--- config.mk ---
export PLATFORM = sky130hd
export DESIGN_NAME = pipeline_ctrl
export DESIGN_NICKNAME = d
export VERILOG_FILES = /design/src/rtl/pipe_defs_pkg.sv /design/src/rtl/pipe_reg_pkg.sv /design/src/rtl/hazard_detect.sv /design/src/rtl/pipeline_ctrl.sv
export SDC_FILE = /design/constraint.sdc
export NUM_CORES = 1
export LEC_CHECK = 0
export CAP_MARGIN = 40
export CORE_MARGIN = 8
export CORE_UTILIZATION = 35
export CTS_CLUSTER_DIAMETER = 100
export DETAILED_ROUTE_END_ITERATION = 12
export PLACE_DENSITY = 0.62
export SYNTH_ARGS = -nofsm -noshare
export SYNTH_HDL_FRONTEND = slang
export SYNTH_SLANG_ARGS = --single-unit
--- constraint.sdc ---
create_clock -name clk_i -period 2.2 [get_ports clk_i]
set_input_delay 0.44 -clock clk_i [delete_from_list [all_inputs] [get_ports clk_i]]
set_output_delay 0.44 -clock clk_i [all_outputs]
set_load 0.05 [all_outputs]
--- src/rtl/pipe_defs_pkg.sv ---
// Shared pipeline definitions.
//   pipe_ctrl_state_e : state of the pipeline controller
//                       RUN   - normal issue
//                       DRAIN - a serialising instruction (CSR write / MRET)
//                               waits in DE until EX/MEM/WB are empty
package pipe_defs_pkg;

    typedef enum logic {
        RUN   = 1'b0,
        DRAIN = 1'b1
    } pipe_ctrl_state_e;

endpackage

--- src/rtl/pipe_reg_pkg.sv ---
// Shared pipeline-register definitions.
//   stage_ctrl_t : per-stage register control
//                  stall  - the stage output register holds its contents
//                  squash - the stage output register loads valid=0
package pipe_reg_pkg;

    typedef struct packed {
        logic stall;
        logic squash;
    } stage_ctrl_t;

endpackage

--- src/rtl/hazard_detect.sv ---
// Load-use hazard comparator (purely combinational).
// Ports:
//   ex_valid_i, ex_mem_read_i, ex_rf_wr_en_i, ex_rd_i : load in EX writing ex_rd_i
//   de_valid_i, de_rs{1,2}_used_i, de_rs{1,2}_i       : sources read by DE
//   load_use_o                                        : DE needs a value EX has not loaded yet
module hazard_detect (
    input  logic       ex_valid_i,
    input  logic       ex_mem_read_i,
    input  logic       ex_rf_wr_en_i,
    input  logic [4:0] ex_rd_i,
    input  logic       de_valid_i,
    input  logic       de_rs1_used_i,
    input  logic       de_rs2_used_i,
    input  logic [4:0] de_rs1_i,
    input  logic [4:0] de_rs2_i,
    output logic       load_use_o
);

    logic ex_load_wr;
    logic rs1_hit;
    logic rs2_hit;

    // x0 is hard-wired zero, so a load targeting it never creates a hazard.
    assign ex_load_wr = ex_valid_i & ex_mem_read_i & ex_rf_wr_en_i & (ex_rd_i != 5'd0);
    assign rs1_hit    = de_rs1_used_i & (de_rs1_i == ex_rd_i);
    assign rs2_hit    = de_rs2_used_i & (de_rs2_i == ex_rd_i);
    assign load_use_o = ex_load_wr & de_valid_i & (rs1_hit | rs2_hit);

endmodule

--- src/rtl/pipeline_ctrl.sv ---
// Five-stage pipeline stall/squash controller.
// Ports:
//   clk_i, rst_ni                       : clock, async active-low reset
//   de_*                                : decode-stage instruction info
//   ex_valid_i, mem_valid_i, wb_valid_i : stage register validity
//   ex_mem_read_i, ex_rf_wr_en_i, ex_rd_i : execute-stage load/destination info
//   ex_redirect_i                       : taken branch / jump / MRET resolved in EX
//   dmem_busy_i                         : data memory access not yet complete
//   {if,de,ex,mem,wb}_ctrl_o            : stall/squash per stage output register
//   stall_cnt_o                         : saturating count of IF-stall cycles
//   state_o                             : controller state (debug visibility)
// Controls are combinational from state and inputs (zero latency).
// Priority, highest first: dmem_busy, redirect, DRAIN, load-use, run.
module pipeline_ctrl
    import pipe_defs_pkg::*;
    import pipe_reg_pkg::*;
(
    input  logic             clk_i,
    input  logic             rst_ni,
    input  logic             de_valid_i,
    input  logic             de_rs1_used_i,
    input  logic             de_rs2_used_i,
    input  logic [4:0]       de_rs1_i,
    input  logic [4:0]       de_rs2_i,
    input  logic             de_serial_i,
    input  logic             ex_valid_i,
    input  logic             mem_valid_i,
    input  logic             wb_valid_i,
    input  logic             ex_mem_read_i,
    input  logic             ex_rf_wr_en_i,
    input  logic [4:0]       ex_rd_i,
    input  logic             ex_redirect_i,
    input  logic             dmem_busy_i,
    output stage_ctrl_t      if_ctrl_o,
    output stage_ctrl_t      de_ctrl_o,
    output stage_ctrl_t      ex_ctrl_o,
    output stage_ctrl_t      mem_ctrl_o,
    output stage_ctrl_t      wb_ctrl_o,
    output logic [31:0]      stall_cnt_o,
    output pipe_ctrl_state_e state_o
);

    pipe_ctrl_state_e state_q;
    pipe_ctrl_state_e state_d;
    logic [31:0]      stall_cnt_q;
    logic             load_use;
    logic             pipe_busy;

    hazard_detect u_hazard_detect (
        .ex_valid_i    (ex_valid_i),
        .ex_mem_read_i (ex_mem_read_i),
        .ex_rf_wr_en_i (ex_rf_wr_en_i),
        .ex_rd_i       (ex_rd_i),
        .de_valid_i    (de_valid_i),
        .de_rs1_used_i (de_rs1_used_i),
        .de_rs2_used_i (de_rs2_used_i),
        .de_rs1_i      (de_rs1_i),
        .de_rs2_i      (de_rs2_i),
        .load_use_o    (load_use)
    );

    // Anything still in flight behind DE that a serial instruction must wait for.
    assign pipe_busy = ex_valid_i | mem_valid_i | wb_valid_i;

    always_comb begin
        if_ctrl_o  = '0;
        de_ctrl_o  = '0;
        ex_ctrl_o  = '0;
        mem_ctrl_o = '0;
        wb_ctrl_o  = '0;
        state_d    = state_q;

        if (!rst_ni) begin
            // Flush every downstream register while reset is held.
            de_ctrl_o.squash  = 1'b1;
            ex_ctrl_o.squash  = 1'b1;
            mem_ctrl_o.squash = 1'b1;
            wb_ctrl_o.squash  = 1'b1;
            state_d           = RUN;
        end else if (dmem_busy_i) begin
            // Freeze everything up to MEM; WB must not retire the pending access twice.
            if_ctrl_o.stall  = 1'b1;
            de_ctrl_o.stall  = 1'b1;
            ex_ctrl_o.stall  = 1'b1;
            mem_ctrl_o.stall = 1'b1;
            wb_ctrl_o.squash = 1'b1;
        end else if (ex_redirect_i) begin
            // Wrong-path instructions in DE and EX are discarded; a pending drain
            // is abandoned because the serial instruction itself was wrong-path.
            de_ctrl_o.squash = 1'b1;
            ex_ctrl_o.squash = 1'b1;
            state_d          = RUN;
        end else if (state_q == DRAIN) begin
            if (pipe_busy) begin
                if_ctrl_o.stall  = 1'b1;
                de_ctrl_o.stall  = 1'b1;
                ex_ctrl_o.squash = 1'b1;
            end else begin
                // Pipeline empty: let the serial instruction advance this cycle.
                state_d = RUN;
            end
        end else if (de_valid_i && de_serial_i && pipe_busy) begin
            if_ctrl_o.stall  = 1'b1;
            de_ctrl_o.stall  = 1'b1;
            ex_ctrl_o.squash = 1'b1;
            state_d          = DRAIN;
        end else if (load_use) begin
            // One bubble; the load result is forwardable on the following cycle.
            if_ctrl_o.stall  = 1'b1;
            de_ctrl_o.stall  = 1'b1;
            ex_ctrl_o.squash = 1'b1;
        end
    end

    always_ff @(posedge clk_i or negedge rst_ni) begin
        if (!rst_ni) begin
            state_q     <= RUN;
            stall_cnt_q <= '0;
        end else begin
            state_q <= state_d;
            if (if_ctrl_o.stall && (stall_cnt_q != 32'hFFFF_FFFF)) begin
                stall_cnt_q <= stall_cnt_q + 32'd1;
            end
        end
    end

    assign stall_cnt_o = stall_cnt_q;
    assign state_o     = state_q;

endmodule

# Word level (Yosys, flattened, before mapping)
# Cells that the tools add are included.
# totals
ff_bits	33
in_bits	28
output_inout_bits	43
wordCells	43
# classes
n_addsub	1
eq_ne	4
muxes	22
bitwise	10
reduce_logical	4
# ops
operator	n
32-bit by 1-bit adder with 32-bit output (second input constant)	1
32-bit != test (second input constant)	1
1-bit two-way mux	22
5-bit equality test	2
1-bit bitwise AND	7
5-bit nonzero test	1
1-bit logical AND	3
1-bit bitwise OR	3
2-bit != test (second input constant)	1

# Longest topological paths before layout
# Gate-level depths: netlist of run 1.
# depth
depth_word	12
mapped_depth	9
mapped_depth_nobuf	7

# By module
# Synthesis of run 1 repeated with hierarchy kept, for this count alone.
# hier_totals
cells_unflattened	190
hier_area_um2	1941.9
# by_module_without_submodules
module	n_inst	cells_per_inst	area_each_um2	seq_area_each_um2
pipeline_ctrl	1	172	1801.7	825.8
hazard_detect	1	18	140.1	0.0

# Worst setup path after synthesis of run 1
# Ideal clock, no wire load.
# synth_timing
kind	register -> output
start	reg state_q, in the netlist state_o
end	out if_ctrl_o[1] in the netlist's numbering
arrival_ps	1972
t_required_ps	1760
path_slack_ps	-212
stages_incl_launch_ff	7
path_buffers	1
path_cell_list	dfrtp_1 -> a21oi_1 -> or2_2 -> o21ai_1 -> a31oi_2 -> inv_1 -> buf_4
# synth_lines
item	line	text
start: declaration	pipeline_ctrl.sv:43	pipe_ctrl_state_e state_q;
start signal: assignment	pipeline_ctrl.sv:120	state_q <= state_d;
end: declaration	pipeline_ctrl.sv:34	output stage_ctrl_t if_ctrl_o,

==> impl_metrics.py, run 1 <==
metrics = {
    "sta": {
        "slew_headroom_pct": 64.6,
        "finClkSkew_ns": 0.00177,
        "hold_slack_ns": 0.343,
        "min_period_ns": 2.15,
        "finalSetupTns_ns": 0,
        "finalHoldViolCount": 0,
        "tightest_slew_ns": 0.529,
        "period_share_pct": 97.6,
        "fmax_ghz": 0.466,
        "setup_violations": 0,
        "rsz0062_at_grt": "true",
        "slew_violations": 0,
    },
    "route": {
        "route.detailed.drc": 0,
        "vias": 1754,
        "wl_um": 5450,
        "wire_per_inst_um": 15.4,
        "via_per_inst": 4.95,
        "drtIter0Drc": 42,
        "first_pass_iters": 4,
        "postRouteAntennaNets": 0,
    },
    "worst_setup_path": {
        "critical_path.max_stage_delay_ns": 0.25,
        "cp.required_ns": 1.76,
        "path_cells": "dlygate4sd2_1 > xnor2_1 > nand4_1 > o22ai_2 > nand3b_1 > a41oi_2 > buf_12",
        "crit_type": "input port to output pin",
        "cp.arrival_ns": 1.71,
        "cpMaxStageDelayCell": "a41oi_2",
        "path_max_fanout": 2,
        "startpoint_type": "input port",
        "crit_path_end_kind": "output pin",
    },
    "floorplan": {
        "coreArea_mm2": 0.00551,
        "fp.dieW_um": 91.5,
        "die-area_mm2": 0.00837,
        "ios": 71,
        "start_util_pct": 36.2,
        "rows": 27,
        "die_h_um": 91.5,
    },
    "cells_and_area": {
        "area_growth_pct": 53.8,
        "fillers": 504,
        "drive_gt1_share_pct": 28.4,
        "fin_nets": 310,
        "ff_latch_area_um2": 838,
        "final_area_mm2": 0.00307,
        "multiInputGateArea_mm2": 0.00116,
        "n_antenna_cell": 0,
    },
    "placement": {
        "port_buffers": 68,
        "gp_congestion": 0.744,
        "hpwlAfterDp_um": 4170,
        "placed_area_mm2": 0.00289,
    },
    "clock_tree": {
        "cts_buffers": 5,
        "cts_root_buffer": "clkbuf_8",
        "cts.path.max_buffers": 2,
        "cts_tree": "built",
        "cts_sinks": 33,
        "clk_pin_slew_ns": 0.07,
        "htree_levels": 2,
        "clk_latency_ns": 0.28,
    },
    "grt": {
        "grt_pass1_wl_um": 9120,
        "grt.overflow.total": 0,
        "grt_max_degree": 33,
        "antenna_found_initial": 0,
        "track_usage_pct": 13.5,
        "first_global_vias": 1829,
    },
    "synth": {
        "synth_area_mm2": 0.00199,
        "ys_types": 38,
        "ys.flop_type": "dfrtp_1",
        "seq_area_frac_synth_pct": 41.4,
        "ys_seq_elements": 33,
        "avgSynthCellArea_um2": 10.2,
        "synth_edf_count": 0,
        "synth-warning-count": 0,
        "synthCells": 196,
        "ys_async_sr_fraction_pct": 100,
    },
    "power": {
        "irDropWorstVdd_mv": 0.789,
        "power_density_mw_per_mm2": 690,
        "leakage_nw": 1.41,
    },
    "run": {
        "maxCapViolCount": 0,
    },
    "run_status": {
        "status": "finished clean",
    },
    "min_path": {
        "hp-class": "input port to asynchronous set/reset pin",
    },
}
[cell usage after synthesis, drive strengths merged, types with 3 or more instances]
library cell / instances / share of area [%]
dfrtp: 33 / 41
nor4: 3 / 2.3
nor4b: 9 / 5.8
inv: 4 / 0.75
xnor2: 11 / 4.8
nor3: 14 / 3.5
xor2: 30 / 13
nand2: 15 / 2.8
nand4: 17 / 5.6
and3: 13 / 4.6
a21oi: 4 / 1.0
nor2: 10 / 2.0
nand3: 7 / 2.0
buf: 8 / 3.1
[critical path: cells and delay by family]
kind            cells  cell delay [ns]
simple gates        2             0.25
xor+xnor            1             0.13
compound gates      2             0.48
buf+inv             2             0.41
[path summary, 6_finish.rpt]
kind	startpoint	end	slack, ns	cells after the start
min	rst_ni	stall_cnt_o[27]	0.34	2
max reg2reg	stall_cnt_o[0]	stall_cnt_o[24]	0.16	8
min in group clk_i	stall_cnt_o[15]	stall_cnt_o[15]	0.48	1
max in group asynchronous	rst_ni	state_o	1.42	2
max	de_rs1_i[2]	ex_ctrl_o[0]	0.05	7
min reg2reg	stall_cnt_o[15]	stall_cnt_o[15]	0.48	1
[sequential cells by signal (all words and copies together) (netlist names)]
name         flops
state_o          1
stall_cnt_o     32
[per-stage QoR]
stage / setup slack [ns] / total power, mW / std cells / utilization [%]
global placement: -0.285 / 1.53 / 344 / 52.6
finish: 0.0533 / 2.12 / 354 / 55.7
global route: -0.0268 / 2.21 / 354 / 55.7
CTS: 0.000374 / 2.13 / 353 / 55.5
detailed placement: -0.321 / 1.53 / 344 / 52.6
floorplan: -0.159 / 1.22 / 197 / -
[layout make-up]
type	count	area share, %
repair buffers	87	27.5
flip-flops and latches	33	27.3
multi-input cells	150	37.8
well taps	72	2.94
clock buffers	7	2.82
clock inverters	1	0.979
inverters	4	0.612
[metal layers]
metal | track usage (%) | wire [µm]
met2 | 20.6 | 2500
met4 | 5.05 | 76
met1 | 16.4 | 2470
met5 | 0 | 0
met3 | 5.68 | 406
[power by group]
part	total, mW	switching [mW]	internal (mW)	leakage (nW)
sequential	0.769	0.0878	0.681	0.417
combinational	0.752	0.469	0.283	0.930
clock	0.596	0.227	0.369	0.0585
total	2.12	0.784	1.33	1.41
[cell usage in the layout (no fill, tap or decap), types with 3 or more instances in the layout]
cell,netlist,layout
xor2_1,30,30
buf_4,4,20
xnor2_1,11,10
nand2_1,15,14
dlymetal6s2s_1,0,4
nand3_1,6,6
and3_1,11,11
dfrtp_2,0,10
clkdlybuf4s50_1,0,33
dlygate4sd2_1,0,13
clkbuf_2,0,4
dfrtp_1,33,23
nor2_1,9,8
clkdlybuf4s15_1,0,3
buf_12,0,5
nand4_1,16,16
nor3_1,14,12
clkbuf_8,0,6
nor4b_2,6,7
[cell families after synthesis]
kind of cell,Yosys count,share of synthesized area (%)
XOR/XNOR,41,18.0
AND/OR/NAND/NOR,96,31.6
other,1,0.188
flip-flops,33,41.4
buffers and inverters,14,4.27
adder cells (fa/ha/maj),1,0.627
multiplexers,1,0.753
AO/OA/AOI/OAI,9,3.20
[timing repair]
action | 4_1_cts | 5_1_grt
pin swaps | 20 | 14
endpoints found under the setup margin | 3 | 18
endpoints found under the hold margin | 1 | 0
hold buffers | 1 | 0
gates resized for setup | 40 | 16
buffers inserted | 0 | 1
No activity file was read; power rests on OpenSTA's default activity.
==> inputs of run 2 (changes only) <==
CAP_MARGIN = 20   (was 40)
PLACE_DENSITY = not set   (was 0.62)
PLACE_DENSITY_LB_ADDON = 0.2   (was not set)
==> run 2 against run 1 <==
Effect of this change: critical endpoint unchanged; die area stayed put; largest cell class unchanged; total power is 7.2% lower; clock power is 26% lower; utilization is 0.57 points lower; maximum frequency is 2.2% lower; first-iteration DRC count is 83% higher; sequential power hardly changed; sequential share of layout area is 0.28 points higher; critical path type unchanged; hold slack worse by 0.0085 ns.
==> impl_metrics.py, run 2 (synthesis results as in run 1) <==
metrics = {
    "placement": {
        "gp_congestion": 0.768,
        "post-place-ws_ns": -0.405,
        "port_buffers": 68,
        "hpwlAfterDp_um": 4110,
    },
    "sta": {
        "setup_violations": 0,
        "slew_headroom_pct": 64.0,
        "fmax_ghz": 0.455,
        "rsz0062_at_grt": "true",
        "tightest_slew_ns": 0.539,
        "slew_violations": 0,
        "min_period_ns": 2.20,
        "period_share_pct": 99.8,
        "finalHoldViolCount": 0,
        "worst_slack_ns": 0.00421,
        "finClkSkew_ns": 0.00395,
    },
    "clock_tree": {
        "cts_root_buffer": "clkbuf_8",
        "cts.path.max_buffers": 2,
        "cts_sinks": 33,
        "cts_tree": "built",
        "clk_latency_ns": 0.28,
        "clk_pin_slew_ns": 0.07,
        "postCtsHoldBufs": 0,
        "cts_buffers": 5,
        "htree_levels": 2,
    },
    "floorplan": {
        "die_h_um": 91.5,
        "ios": 71,
        "start_util_pct": 36.2,
        "coreArea_mm2": 0.00551,
        "rows": 27,
        "fp.dieW_um": 91.5,
        "die-area_mm2": 0.00837,
    },
    "worst_setup_path": {
        "path_max_fanout": 2,
        "path_cells": "dlygate4sd2_1 > xnor2_1 > nand4_1 > o22ai_4 > nand3b_1 > a41oi_2 > buf_12",
        "cpMaxStageDelayCell": "dlygate4sd2_1",
        "cp.arrival_ns": 1.76,
        "cp.required_ns": 1.76,
        "startpoint_type": "input port",
        "crit_path_end_kind": "output pin",
        "critical_path.max_stage_delay_ns": 0.24,
        "crit_type": "input port to output pin",
    },
    "cells_and_area": {
        "largest_register_ffs": 32,
        "mostFrequentLayoutCells": "clkdlybuf4s50_1, xor2_1, dfrtp_1",
        "drive_gt1_share_pct": 29.4,
        "final_common_cell": "clkdlybuf4s50_1",
        "area_growth_pct": 52.2,
        "fin_nets": 307,
        "n_antenna_cell": 0,
    },
    "grt": {
        "antenna_found_initial": 0,
        "grt_max_degree": 34,
        "grt.overflow.total": 0,
        "track_usage_pct": 13.3,
        "first_global_vias": 1853,
        "grt_pass1_wl_um": 9230,
    },
    "route": {
        "route.detailed.drc": 0,
        "first_pass_iters": 4,
        "wl_um": 5490,
        "postRouteAntennaNets": 0,
        "vias": 1754,
        "drtIter0Drc": 77,
        "via_per_inst": 5.00,
        "wire_per_inst_um": 15.6,
    },
    "power": {
        "switchingPower_mw": 0.771,
        "comb_power_share_pct": 38.5,
        "internal_power_mw": 1.19,
        "pwr-share-clk_pct": 22.4,
        "leakage_nw": 1.37,
        "irDropWorstVdd_mv": 0.843,
        "p_sw_share_pct": 39.2,
        "pwr-share-seq_pct": 39.1,
        "power.total_mw": 1.97,
        "power_density_mw_per_mm2": 648,
    },
    "min_path": {
        "hp-class": "input port to asynchronous set/reset pin",
    },
    "run_status": {
        "status": "finished clean",
    },
    "run": {
        "maxCapViolCount": 0,
    },
}
==> run 2: area by class of cell <==
type | count | area, µm²
inverters | 4 | 18.8
flip-flops and latches | 33 | 838
clock buffers | 8 | 80.1
fillers | 503 | 2470
multi-input cells | 150 | 1190
well taps | 72 | 90.1
repair buffers | 84 | 816
==> run 2: power groups by stage <==
stage               sequential [mW]  clock [mW]  combinational (mW)
floorplan                      1.02           0               0.205
global placement              0.780           0               0.743
detailed placement            0.780           0               0.749
CTS                           0.771       0.448               0.759
global route                  0.783       0.481               0.804
finish                        0.769       0.440               0.756
==> run 2: worst max-delay path: cells and delay by family <==
| family | cells | cell delay [ns] |
|---|---|---|
| AOI/OAI and AO/OA | 2 | 0.45 |
| buffers and inverters | 2 | 0.41 |
| xor gates and xnor gates | 1 | 0.16 |
| and+or+nand+nor | 2 | 0.30 |
==> run 2: worst paths after layout <==
check / startpoint / end / slack [ns] / cells past startpoint
worst max-delay path: de_rs2_i[0] / ex_ctrl_o[0] / 0.004 / 7
worst min-delay path: rst_ni / stall_cnt_o[25] / 0.33 / 2
worst max register to register: stall_cnt_o[20] / stall_cnt_o[23] / 0.14 / 7
worst min register to register: stall_cnt_o[15] / stall_cnt_o[15] / 0.48 / 1
max in group asynchronous: rst_ni / stall_cnt_o[9] / 1.52 / 2
min in group clk_i: stall_cnt_o[15] / stall_cnt_o[15] / 0.48 / 1
==> run 2: what timing repair did <==
action,in CTS,in global routing
setup endpoints to repair,11,3
pin swaps,20,15
resized for setup,50,21
buffers inserted,0,2
==> run 2: routing by layer <==
| layer | wire length (µm) | GRT usage (%) |
|---|---|---|
| met3 | 252 | 3.79 |
| met4 | 70 | 3.96 |
| met5 | 0 | 0 |
| met1 | 2530 | 16.5 |
| met2 | 2640 | 21.8 |
==> run 2: through the flow <==
stage / TNS (ns) / utilization [%] / instance area, µm² / std cells / hold slack, ns
finish: 0 / 55.1 / 3040 / 351 / 0.335
global route: -0.0741 / 55.1 / 3040 / 351 / 0.375
CTS: 0 / 54.8 / 3020 / 349 / 0.359
detailed placement: -8.10 / 52.1 / 2870 / 341 / 0.474
global placement: -5.26 / 52.1 / 2870 / 341 / 0.469
floorplan: -0.159 / - / 2030 / 197 / 0.144
==> inputs of run 3 (changes only) <==
--- a/config.mk
+++ b/config.mk
@@ -9,6 +9,6 @@
 export CORE_MARGIN = 8
 export CORE_UTILIZATION = 35
-export CTS_CLUSTER_DIAMETER = 100
 export DETAILED_ROUTE_END_ITERATION = 12
+export GPL_ROUTABILITY_DRIVEN = 0
 export PLACE_DENSITY_LB_ADDON = 0.2
 export SYNTH_ARGS = -nofsm -noshare
==> constraint.sdc (replaced) <==
create_clock -name clk_i -period 2.2 [get_ports clk_i]
set_input_delay 0.33 -clock clk_i [delete_from_list [all_inputs] [get_ports clk_i]]
set_output_delay 0.33 -clock clk_i [all_outputs]
set_load 0.05 [all_outputs]
==> run 3 against run 2 <==
Effect of this change: sequential cell count unchanged; largest cell class unchanged; clock power about the same; utilization decreased by 1.2 points; via count increased by 0.57%.
==> impl_metrics.py, run 3 (synthesis results as in run 1) <==
metrics = {
    "run_status": {
        "status": "finished clean",
    },
    "clock_tree": {
        "cts.path.max_buffers": 2,
        "postCtsHoldBufs": 0,
        "clk_pin_slew_ns": 0.07,
        "clk_latency_ns": 0.28,
        "cts_buffers": 5,
        "cts_root_buffer": "clkbuf_8",
        "cts_sinks": 33,
        "cts_tree": "built",
        "htree_levels": 2,
    },
    "sta": {
        "rsz0062_at_grt": "false",
        "finClkSkew_ns": 0.00713,
        "finalSetupTns_ns": 0,
        "tightest_slew_ns": 0.535,
        "setup_violations": 0,
        "fmax_ghz": 0.472,
        "min_period_ns": 2.12,
        "worst_slack_ns": 0.0808,
        "period_share_pct": 96.3,
        "hold_slack_ns": 0.198,
        "slew_violations": 0,
        "slew_headroom_pct": 64.2,
        "finalHoldViolCount": 0,
    },
    "grt": {
        "grt_pass1_wl_um": 8830,
        "antenna_found_initial": 0,
        "use_met1_pct": 16.4,
        "grtUsageMet2_pct": 18.7,
        "track_usage_pct": 12.7,
        "grt.overflow.total": 0,
        "grt_max_degree": 34,
        "busiest_layer": "met2",
        "first_global_vias": 1754,
        "grtUsageMet3_pct": 4.28,
    },
    "floorplan": {
        "die-area_mm2": 0.00837,
        "ios": 71,
        "start_util_pct": 36.2,
        "die_h_um": 91.5,
        "fp.dieW_um": 91.5,
        "rows": 27,
        "coreArea_mm2": 0.00551,
    },
    "route": {
        "drtIter0Drc": 98,
        "first_pass_iters": 4,
        "postRouteAntennaNets": 0,
        "via_per_inst": 5.05,
        "wire_per_inst_um": 15.3,
        "route.detailed.drc": 0,
        "vias": 1764,
        "wl_um": 5350,
    },
    "worst_setup_path": {
        "cp.arrival_ns": 1.79,
        "path_max_fanout": 3,
        "crit_type": "input port to output pin",
        "startpoint_type": "input port",
        "cp.required_ns": 1.87,
        "crit_path_end_kind": "output pin",
    },
    "cells_and_area": {
        "area_growth_pct": 49.0,
        "multiInputGateArea_mm2": 0.00111,
        "drive_gt1_share_pct": 22.4,
        "final_common_cell": "clkdlybuf4s50_1",
        "largest_register_ffs": 32,
        "mostFrequentLayoutCells": "clkdlybuf4s50_1, xor2_1, dfrtp_1",
        "fillers": 492,
        "n_antenna_cell": 0,
        "fin_nets": 305,
        "ff_latch_area_um2": 838,
    },
    "min_path": {
        "hp-class": "input port to asynchronous set/reset pin",
    },
    "run": {
        "maxCapViolCount": 0,
    },
    "power": {
        "irDropWorstVdd_mv": 0.787,
        "leakage_nw": 1.37,
        "power_density_mw_per_mm2": 654,
        "power.total_mw": 1.94,
    },
    "placement": {
        "port_buffers": 68,
        "hpwlAfterDp_um": 4080,
        "post-place-ws_ns": -0.146,
    },
}
[run 3: cell count changes in the layout (fill, tap and decap cells not counted), moves of 3 or more]
cell,delta
xnor2_2,-4
dlymetal6s2s_1,+7
clkdlybuf4s50_1,+9
dlygate4sd2_1,-6
xnor2_1,+4
buf_6,-3
clkbuf_2,-5
[run 3: final timing paths]
path	start	to	slack (ns)	cells after the start
max	mem_valid_i	de_ctrl_o[1]	0.08	7
min	rst_ni	stall_cnt_o[21]	0.20	2
max reg2reg	stall_cnt_o[0]	stall_cnt_o[7]	0.18	8
min reg2reg	stall_cnt_o[9]	stall_cnt_o[9]	0.49	1
max in group asynchronous	rst_ni	stall_cnt_o[9]	1.67	2
min in group clk_i	rst_ni	state_o	0.36	3
[run 3: final cells by class]
cell class / instances / area share [%]
Inverter: 4 / 0.632
Clock buffer: 6 / 2.44
Multi-Input combinational cell: 150 / 37.5
Timing Repair Buffer: 82 / 27.8
Sequential cell: 33 / 28.2
Tap cell: 72 / 3.03
Clock inverter: 2 / 0.337
[run 3: power by group]
| part | switching, mW | total, mW | leakage (nW) | internal [mW] |
|---|---|---|---|---|
| Clock | 0.222 | 0.441 | 0.0450 | 0.219 |
| Combinational | 0.448 | 0.726 | 0.912 | 0.277 |
| Sequential | 0.0952 | 0.777 | 0.417 | 0.681 |
| Total | 0.765 | 1.94 | 1.37 | 1.18 |
[run 3: critical path, cell delays in order]
cell and delay (ns):
clkdlybuf4s50_1 0.41, nor3_2 0.21, or2_2 0.15, o21ai_1 0.08, a31oi_4 0.23, clkinvlp_4 0.17
buf_4 0.21
[run 3: metal layers]
metal  share of wire (%)  wire, µm
met5                   0         0
met4                 2.5       134
met3                 6.8       362
met2                  46      2470
met1                  44      2380
[run 3: repair_timing]
item | 4_1_cts | 5_1_grt
gates resized for setup | 5 | 11
pin swaps | 2 | 15
setup endpoints to repair | 3 | 4
setup buffers | 1 | 0
[run 3: metrics by stage]
step	area (µm²)	util [%]	cells
3_3_place_gp	2850	51.8	340
5_1_grt	2970	54.0	349
3_5_place_dp	2850	51.8	340
4_1_cts	2940	53.4	349
2_1_floorplan	2030	-	197
6_report	2970	54.0	349
